## src/rtl/cfg_reg_master.sv

```systemverilog
// Initiator for the config register bus: turns READ/WRITE/SET/CLEAR requests into
// register bus cycles and returns one response per request, optionally verifying writes.
module cfg_reg_master #(
    parameter int DATA_W   = 16,
    parameter int ADDR_W   = 3,
    parameter int NUM_REGS = 8,
    parameter int VERIFY   = 1
) (
    input  logic              clk,
    input  logic              reset,
    input  logic              req_valid,
    output logic              req_ready,
    input  logic [1:0]        req_op,
    input  logic [ADDR_W-1:0] req_addr,
    input  logic [DATA_W-1:0] req_data,
    output logic              rsp_valid,
    input  logic              rsp_ready,
    output logic [DATA_W-1:0] rsp_data,
    output logic              rsp_err,
    output logic              reg_write,
    output logic [ADDR_W-1:0] reg_address,
    output logic [DATA_W-1:0] reg_data_in,
    input  logic [DATA_W-1:0] reg_data_out
);

    localparam logic [1:0] OP_READ  = 2'b00;
    localparam logic [1:0] OP_WRITE = 2'b01;
    localparam logic [1:0] OP_SET   = 2'b10;
    localparam logic [1:0] OP_CLEAR = 2'b11;

    localparam logic [ADDR_W:0] LP_NREGS  = NUM_REGS[ADDR_W:0];
    localparam bit              LP_VERIFY = (VERIFY != 0);

    typedef enum logic [2:0] {S_IDLE, S_RD, S_WR, S_CHK, S_RSP} state_t;

    state_t              r_state;
    state_t              w_next;
    logic                r_rdy;
    logic [1:0]          r_op;
    logic [ADDR_W-1:0]   r_addr;
    logic [DATA_W-1:0]   r_mask;
    logic [DATA_W-1:0]   r_wdata;
    logic [DATA_W-1:0]   r_rsp_data;
    logic                r_rsp_err;
    logic                w_accept;
    logic                w_bad;

    // r_rdy is a flop so req_ready stays low while reset is held
    assign w_accept = req_valid && r_rdy && (r_state == S_IDLE);
    assign w_bad    = ({1'b0, req_addr} >= LP_NREGS);

    always_ff @(posedge clk or negedge reset) begin
        if (!reset) begin
            r_state <= S_IDLE;
        end else begin
            r_state <= w_next;
        end
    end

    always_comb begin
        w_next = r_state;
        case (r_state)
            S_IDLE: begin
                if (w_accept) begin
                    if (w_bad)                   w_next = S_RSP;
                    else if (req_op == OP_WRITE) w_next = S_WR;
                    else                         w_next = S_RD;
                end
            end
            S_RD:    w_next = (r_op == OP_READ) ? S_RSP : S_WR;
            S_WR:    w_next = LP_VERIFY ? S_CHK : S_RSP;
            S_CHK:   w_next = S_RSP;
            S_RSP:   w_next = rsp_ready ? S_IDLE : S_RSP;
            default: w_next = S_IDLE;
        endcase
    end

    always_comb begin
        req_ready   = r_rdy;
        rsp_valid   = (r_state == S_RSP);
        reg_write   = (r_state == S_WR);
        reg_address = r_addr;
        reg_data_in = r_wdata;
        rsp_data    = r_rsp_data;
        rsp_err     = r_rsp_err;
    end

    always_ff @(posedge clk or negedge reset) begin
        if (!reset) begin
            r_rdy      <= 1'b0;
            r_op       <= OP_READ;
            r_addr     <= '0;
            r_mask     <= '0;
            r_wdata    <= '0;
            r_rsp_data <= '0;
            r_rsp_err  <= 1'b0;
        end else begin
            r_rdy <= (w_next == S_IDLE);
            case (r_state)
                S_IDLE: begin
                    if (w_accept) begin
                        r_op   <= req_op;
                        r_mask <= req_data;
                        if (w_bad) begin
                            // bad address never touches the bus, address holds
                            r_rsp_data <= '0;
                            r_rsp_err  <= 1'b1;
                        end else begin
                            r_addr <= req_addr;
                            if (req_op == OP_WRITE) r_wdata <= req_data;
                        end
                    end
                end
                S_RD: begin
                    r_rsp_data <= reg_data_out;
                    r_rsp_err  <= 1'b0;
                    if (r_op == OP_SET)   r_wdata <= reg_data_out | r_mask;
                    if (r_op == OP_CLEAR) r_wdata <= reg_data_out & ~r_mask;
                end
                S_WR: begin
                    r_rsp_data <= r_wdata;
                    r_rsp_err  <= 1'b0;
                end
                S_CHK: begin
                    r_rsp_err <= (reg_data_out != r_wdata);
                end
                default: begin
                end
            endcase
        end
    end

endmodule

```

## config.mk

```make
export PLATFORM = sky130hd
export DESIGN_NAME = cfg_reg_master
export DESIGN_NICKNAME = d
export VERILOG_FILES = /design/src/rtl/cfg_reg_master.sv
export SDC_FILE = /design/constraint.sdc
export NUM_CORES = 1
export LEC_CHECK = 0
export ABC_AREA = 1
export CORE_ASPECT_RATIO = 0.6
export CORE_MARGIN = 2
export CORE_UTILIZATION = 44
export DETAILED_ROUTE_END_ITERATION = 16
export HOLD_SLACK_MARGIN = 0.1
export PLACE_DENSITY_LB_ADDON = 0.3
export SYNTH_ARGS = -nofsm -noshare
export SYNTH_HDL_FRONTEND = slang
export SYNTH_SLANG_ARGS = --single-unit
```

## constraint.sdc

```tcl
create_clock -name clk -period 1.4 [get_ports clk]
set_clock_uncertainty 0.05 [all_clocks]
set_input_delay 0.14 -clock clk [delete_from_list [all_inputs] [get_ports clk]]
set_output_delay 0.14 -clock clk [all_outputs]
set_load 0.005 [all_outputs]
```

### After elaboration in Yosys (flattened, before gate mapping)

Cells that the tools add are included.

| operators by class | value |
|---|---|
| add/subtract/negate cells | 0 |
| multipliers | 0 |
| divide/modulo/power cells | 0 |
| $lt $le $gt $ge | 0 |
| eq/ne operators | 11 |
| shifts and indexed selects | 0 |
| muxes and demuxes | 12 |
| bitwise logic cells | 3 |
| reduce and logical (&&, ||, !) cells | 11 |

Operators with widths:

| operator | count |
|---|---|
| 2-to-1 mux 16 bit | 4 |
| case mux 16 bit (2 select lines) | 2 |
| AND 16 bit | 1 |
| != test 16 bit | 1 |
| NOT 16 bit | 1 |
| OR 16 bit | 1 |
| case mux 3 bit (5 select lines) | 1 |
| 2-to-1 mux 3 bit | 3 |
| equality test 3 x 2 -> 1 bit (second input constant) | 2 |
| zero test 3 bit | 2 |
| nonzero test 2 bit | 3 |
| equality test 2 bit (second input constant) | 2 |
| AND reduction 4 bit | 1 |
| equality test 3 x 1 -> 1 bit (second input constant) | 1 |
| equality test 3 bit (second input constant) | 1 |
| != test 3 bit (second input constant) | 1 |
| equality test 2 x 1 -> 1 bit (second input constant) | 1 |
| logical AND 1 bit | 2 |
| zero test 2 bit | 1 |
| 2-to-1 mux 2 bit | 1 |
| != test 2 x 1 -> 1 bit (second input constant) | 1 |
| != test 2 bit (second input constant) | 1 |
| case mux 1 bit (2 select lines) | 1 |
| AND reduction 2 bit | 1 |
| OR reduction 2 bit | 1 |

| storage, ports and cells | value |
|---|---|
| flip-flop bits (word level) | 58 |
| latch bits | 0 |
| RAM bits | 0 |
| memory bits (read-only) | 0 |
| bits of input ports | 41 |
| logic and storage cells | 45 |
| memories kept | 0 |

### Depth between registers and ports, before layout

| depth | value |
|---|---|
| word-level depth | 5 |
| depth in mapped cells | 9 |
| depth with buffers taken out | 9 |

### Worst setup path after synthesis

No wires, ideal clock.

| timing path | value |
|---|---|
| kind | register to register |
| start | register r_state[1] |
| end | register r_rsp_data[10] (netlist: rsp_data[10]) |
| setup time | 118 ps |
| arrival | 1264 ps |
| required time | 1232 ps |
| slack | -32 ps |
| cell stages (with the launch flop) | 10 |
| cells stage by stage | dfrtp_1 -> inv_2 -> nor2_2 -> nand2_2 -> inv_2 -> or2_1 -> buf_4 -> buf_6 -> o22ai_2 -> nor2_1 |

| between the ends | value |
|---|---|
| cells in the longest elaborated chain, start to end | 2 |

RTL lines:

| element | line | text |
|---|---|---|
| from (decl) | 36 | `state_t r_state;` |
| from (signal assigned) | 56 | `r_state <= w_next;` |
| equality test 3 x 2 -> 1 bit * | -- |  |
| via reg_write | 20 | `output logic reg_write,` |
| case mux 16 bit (2 select lines) / nonzero test 2 bit (equally long branches) | -- |  |
| to (signal assigned) | 115 | `r_rsp_data <= reg_data_out;` |
| to (signal assigned) | 121 | `r_rsp_data <= r_wdata;` |
| to (decl) | 43 | `logic [DATA_W-1:0] r_rsp_data;` |

The timed path passes the listed nets; every way through them passes the cells marked *.
A chain may end at the register's enable or synchronous reset.

### Worst setup path after layout

| timing path | value |
|---|---|
| start | register r_state[1] |
| end | register r_wdata[1] (netlist: reg_data_in[1]) |

| between the ends | value |
|---|---|
| cells in the longest elaborated chain, start to end | 4 |

RTL lines:

| element | line | text |
|---|---|---|
| zero test 3 bit | 49, 99 |  |
| logical AND 1 bit | 49 | `assign w_accept = req_valid && r_rdy && (r_state == S_IDLE);` |
| != test 2 bit (no line) | -- |  |
| AND reduction 4 bit (no line) | -- |  |
| to (signal assigned) | 110 | `if (req_op == OP_WRITE) r_wdata <= req_data;` |
| to (signal assigned) | 117 | `if (r_op == OP_SET) r_wdata <= reg_data_out \| r_mask;` |
| to (signal assigned) | 118 | `if (r_op == OP_CLEAR) r_wdata <= reg_data_out & ~r_mask;` |
| to (decl) | 42 | `logic [DATA_W-1:0] r_wdata;` |

Several ways; a longest one is shown, not always the timed one.

==> results.sh <==
export IMPL_rr_worst_depth=8
export IMPL_power_density_nw_per_um2=2300
export IMPL_finalSetupViolations=46
export IMPL_grt_use_total=0.251
export IMPL_cts_tree="yes"
export IMPL_instances_no_fill=633
export IMPL_initial_core_util=0.457
export IMPL_place_congestion=0.815
export IMPL_path_cells="buf_6, nor3_4, buf_12, nand2_2, nand2_4, clkbuf_16, nand2_2, o21ai_1"
export IMPL_rsz0062_at_grt="yes"
export IMPL_dieWidth_um=112
export IMPL_violations="negative setup slack"
export IMPL_drive_gt1_frac=0.260
export IMPL_peakVddDrop_mv=1.65
export IMPL_ys_types=23
export IMPL_antenna_found_initial=0
export IMPL_grt_max_degree=59
export IMPL_cpMostUsedCell="nand2_2"
export IMPL_seq_power_share=0.268
export IMPL_pwr_share_comb=0.560
export IMPL_wl_per_cell_um=16.5
export IMPL_grt_use_met2=0.427
export IMPL_drcViolationCount=0
export IMPL_avgViaCountPerCell=5.23
export IMPL_hold_viol=0
export IMPL_setup_ws_ns=-0.205
export IMPL_synthTopCellsByArea="dfrtp_1, nand2_1, inv_1, o21ai_0, o211ai_1"
export IMPL_p_sw_frac=0.383
export IMPL_path_max_fanout=8
export IMPL_area_growth_pct=66.6
export IMPL_grt_use_met1=0.318
export IMPL_syn_avg_cell_area_um2=7.64
export IMPL_row_count=23
export IMPL_hpwl_mm=5.72
export IMPL_grt_ovfl_total=0
export IMPL_rr_endpoint="reg_data_in[1]$_DFFE_PN0P_"
export IMPL_fin_nets=583
export IMPL_worst_path_max_delay_cell="dfrtp_2"
export IMPL_use_met3=0.0778
export IMPL_insertion_delay_ns=0.33
export IMPL_place_inst=573
export IMPL_wirelength_mm=10.4
export IMPL_reg2reg_slack_ns=-0.21
export IMPL_status="finished, violations left"
export IMPL_slew_violations=0
export IMPL_num_vias=3308
export IMPL_grt_pass1_wl_mm=14.5
export IMPL_critPathLaunchType="flop"
export IMPL_fp_dieH_um=68.7
export IMPL_synth_nets=442
export IMPL_fin_crit_sh=1.15
export IMPL_p_leak_nw=2.71
export IMPL_synth_top_area_cell="dfrtp_1"
export IMPL_max_cap_viol_count=0
export IMPL_slowest_delay_ns=0.42
export IMPL_cts_clk_slew_worst_paths_ns=0.05
export IMPL_end_kind="flop"
export IMPL_core_area_um2=6710
export IMPL_worstMarginPinSlew_ns=0.322
export IMPL_worstPathRequired_ns=1.60
export IMPL_ys_seq_elements=58
export IMPL_hp_class="input pin to asynchronous set/reset pin"
export IMPL_drt_iter0_markers=241
export IMPL_ant_nets=0
export IMPL_ys_seq_area_frac=0.473
export IMPL_htreeDepth=3
export IMPL_clock_path_buffers=2
export IMPL_power_switching_mw=4.49
export IMPL_fp_dieArea_um2=7670
export IMPL_final_min_clock_period_ns=1.61
export IMPL_crit_type="flop to flop"
export IMPL_max_freq_ghz=0.623
export IMPL_yosys_warnings=0
export IMPL_pin_count=80
export IMPL_power_internal_mw=7.24
export IMPL_netlist_area_leader_share=0.473
export IMPL_grt_pass1_vias=2874
export IMPL_reg2reg_from="r_state[1]$_DFF_PN0_"
export IMPL_cts_root_buf="clkbuf_16"
export IMPL_cts_sinks=58
export IMPL_power_frac_clock=0.172
export IMPL_first_pass_iters=5
export IMPL_postSynthCellCount=401
export IMPL_syn_cell_area_um2=3070
export IMPL_port_buffers=79
export IMPL_top_usage_layer="met2"
export IMPL_max_slew_margin_rel=0.783
export IMPL_cp_arrival_ns=1.81
export IMPL_diodes=0
export IMPL_cts_buffers=9
export IMPL_dp_slack_ns=-0.180
final cells by class:
cell class | count | area (um^2)
tap | 87 | 109
clock buffer | 12 | 256
multi-input combinational | 254 | 1430
inverter | 71 | 269
timing repair buffer | 148 | 1570
fill | 475 | 1600
clock inverter | 3 | 15.0
sequential | 58 | 1460
worst max-delay path, delay by kind of cell (launching register included):
| family | cells | cell delay [ns] |
|---|---|---|
| DFF | 1 | 0.42 |
| AOI/OAI and AO/OA | 1 | 0.08 |
| and+or+nand+nor | 4 | 0.48 |
| buffers and inverters | 3 | 0.50 |
worst max path at each step:
stage	start	endpoint	cells past startpoint	slack, ns
2_1_floorplan	r_state[1]$_DFF_PN0_	rsp_data[10]$_DFFE_PN0P_	9	-0.03
3_3_place_gp	r_state[2]$_DFF_PN0_	req_ready$_DFF_PN0_	5	-0.12
3_5_place_dp	r_state[2]$_DFF_PN0_	reg_data_in[0]$_DFFE_PN0P_	6	-0.18
4_1_cts	r_state[2]$_DFF_PN0_	rsp_data[5]$_DFFE_PN0P_	7	-0.14
5_1_grt	r_state[1]$_DFF_PN0_	reg_data_in[6]$_DFFE_PN0P_	8	-0.28
6_report	r_state[1]$_DFF_PN0_	reg_data_in[1]$_DFFE_PN0P_	8	-0.21
power groups by stage:
stage / Clock, mW / Sequential (mW) / Combinational, mW
finish: 2.02 / 3.14 / 6.57
global route: 2.10 / 3.21 / 7.05
CTS: 2.03 / 3.10 / 5.62
detailed placement: 0 / 3.25 / 4.39
global placement: 0 / 3.21 / 4.24
floorplan: 0 / 3.16 / 2.34
layout by cell type, fill, tap and decap left out, types with 5 or more instances in the layout:
| master | n |
|---|---|
| o211ai_1 | 17 |
| dlygate4sd2_1 | 9 |
| buf_6 | 9 |
| o21ai_2 | 7 |
| nor2_1 | 25 |
| buf_12 | 8 |
| buf_4 | 45 |
| o21ai_0 | 24 |
| o22ai_2 | 15 |
| clkbuf_16 | 13 |
| dfrtp_1 | 55 |
| o21ai_1 | 21 |
| nand2_2 | 9 |
| nand2_4 | 5 |
| inv_1 | 67 |
| nand2_1 | 97 |
| clkdlybuf4s50_1 | 49 |
| nand3_1 | 17 |
| dlymetal6s2s_1 | 18 |
per-layer routing:
layer	share of wire	wire length [um]	up-vias
met5	0	0	-
met1	0.42	4410	1558
met4	0.017	174	0
met2	0.47	4900	164
met3	0.090	940	24
li1	-	-	1562
sequential cells by signal, indices dropped and copies added (netlist names):
name / flops
rsp_data: 16
reg_data_in: 16
reg_address: 3
r_state: 3
r_op: 2
r_mask: 16
rsp_err: 1
req_ready: 1
metrics by stage:
| stage | TNS (ns) | power [mW] | hold slack, ns | utilization | cell area [um^2] |
|---|---|---|---|---|---|
| finish | -5.65 | 11.7 | 0.297 | 0.762 | 5110 |
| CTS | -3.56 | 10.8 | 0.325 | 0.708 | 4750 |
| global route | -8.96 | 12.4 | 0.341 | 0.762 | 5110 |
| detailed placement | -3.30 | 7.64 | 0.120 | 0.612 | 4110 |
| floorplan | -0.280 | 5.51 | -0.206 | - | 3070 |
| global placement | -1.74 | 7.46 | 0.120 | 0.612 | 4110 |
Yosys cell counts, drive strengths merged:
| cell | n |
|---|---|
| o211ai | 17 |
| nor3 | 3 |
| or2 | 1 |
| nand2 | 111 |
| nand3 | 17 |
| nor2 | 31 |
| dfrtp | 58 |
| inv | 71 |
| o22ai | 16 |
| mux2 | 4 |
| buf | 12 |
| o21ai | 52 |
| clkbuf | 6 |
| nand4 | 2 |
cells by family (layout without fill, tap and decap cells):
kind of cell | count (synthesis) | after routing | share of synthesized area
buffers and inverters | 89 | 234 | 0.116
DFF | 58 | 58 | 0.473
and+or+nand+nor | 165 | 165 | 0.216
AOI/OAI and AO/OA | 85 | 85 | 0.180
muxes | 4 | 4 | 0.0147
timing repair:
action	in CTS	in global routing
pin swaps	4	16
setup buffers	24	14
hold buffers	1	0
endpoints found under the setup margin	59	78
cloned	3	4
endpoints found under the hold margin	58	0
resized for setup	48	75
Power figures use the tool's default switching activity.
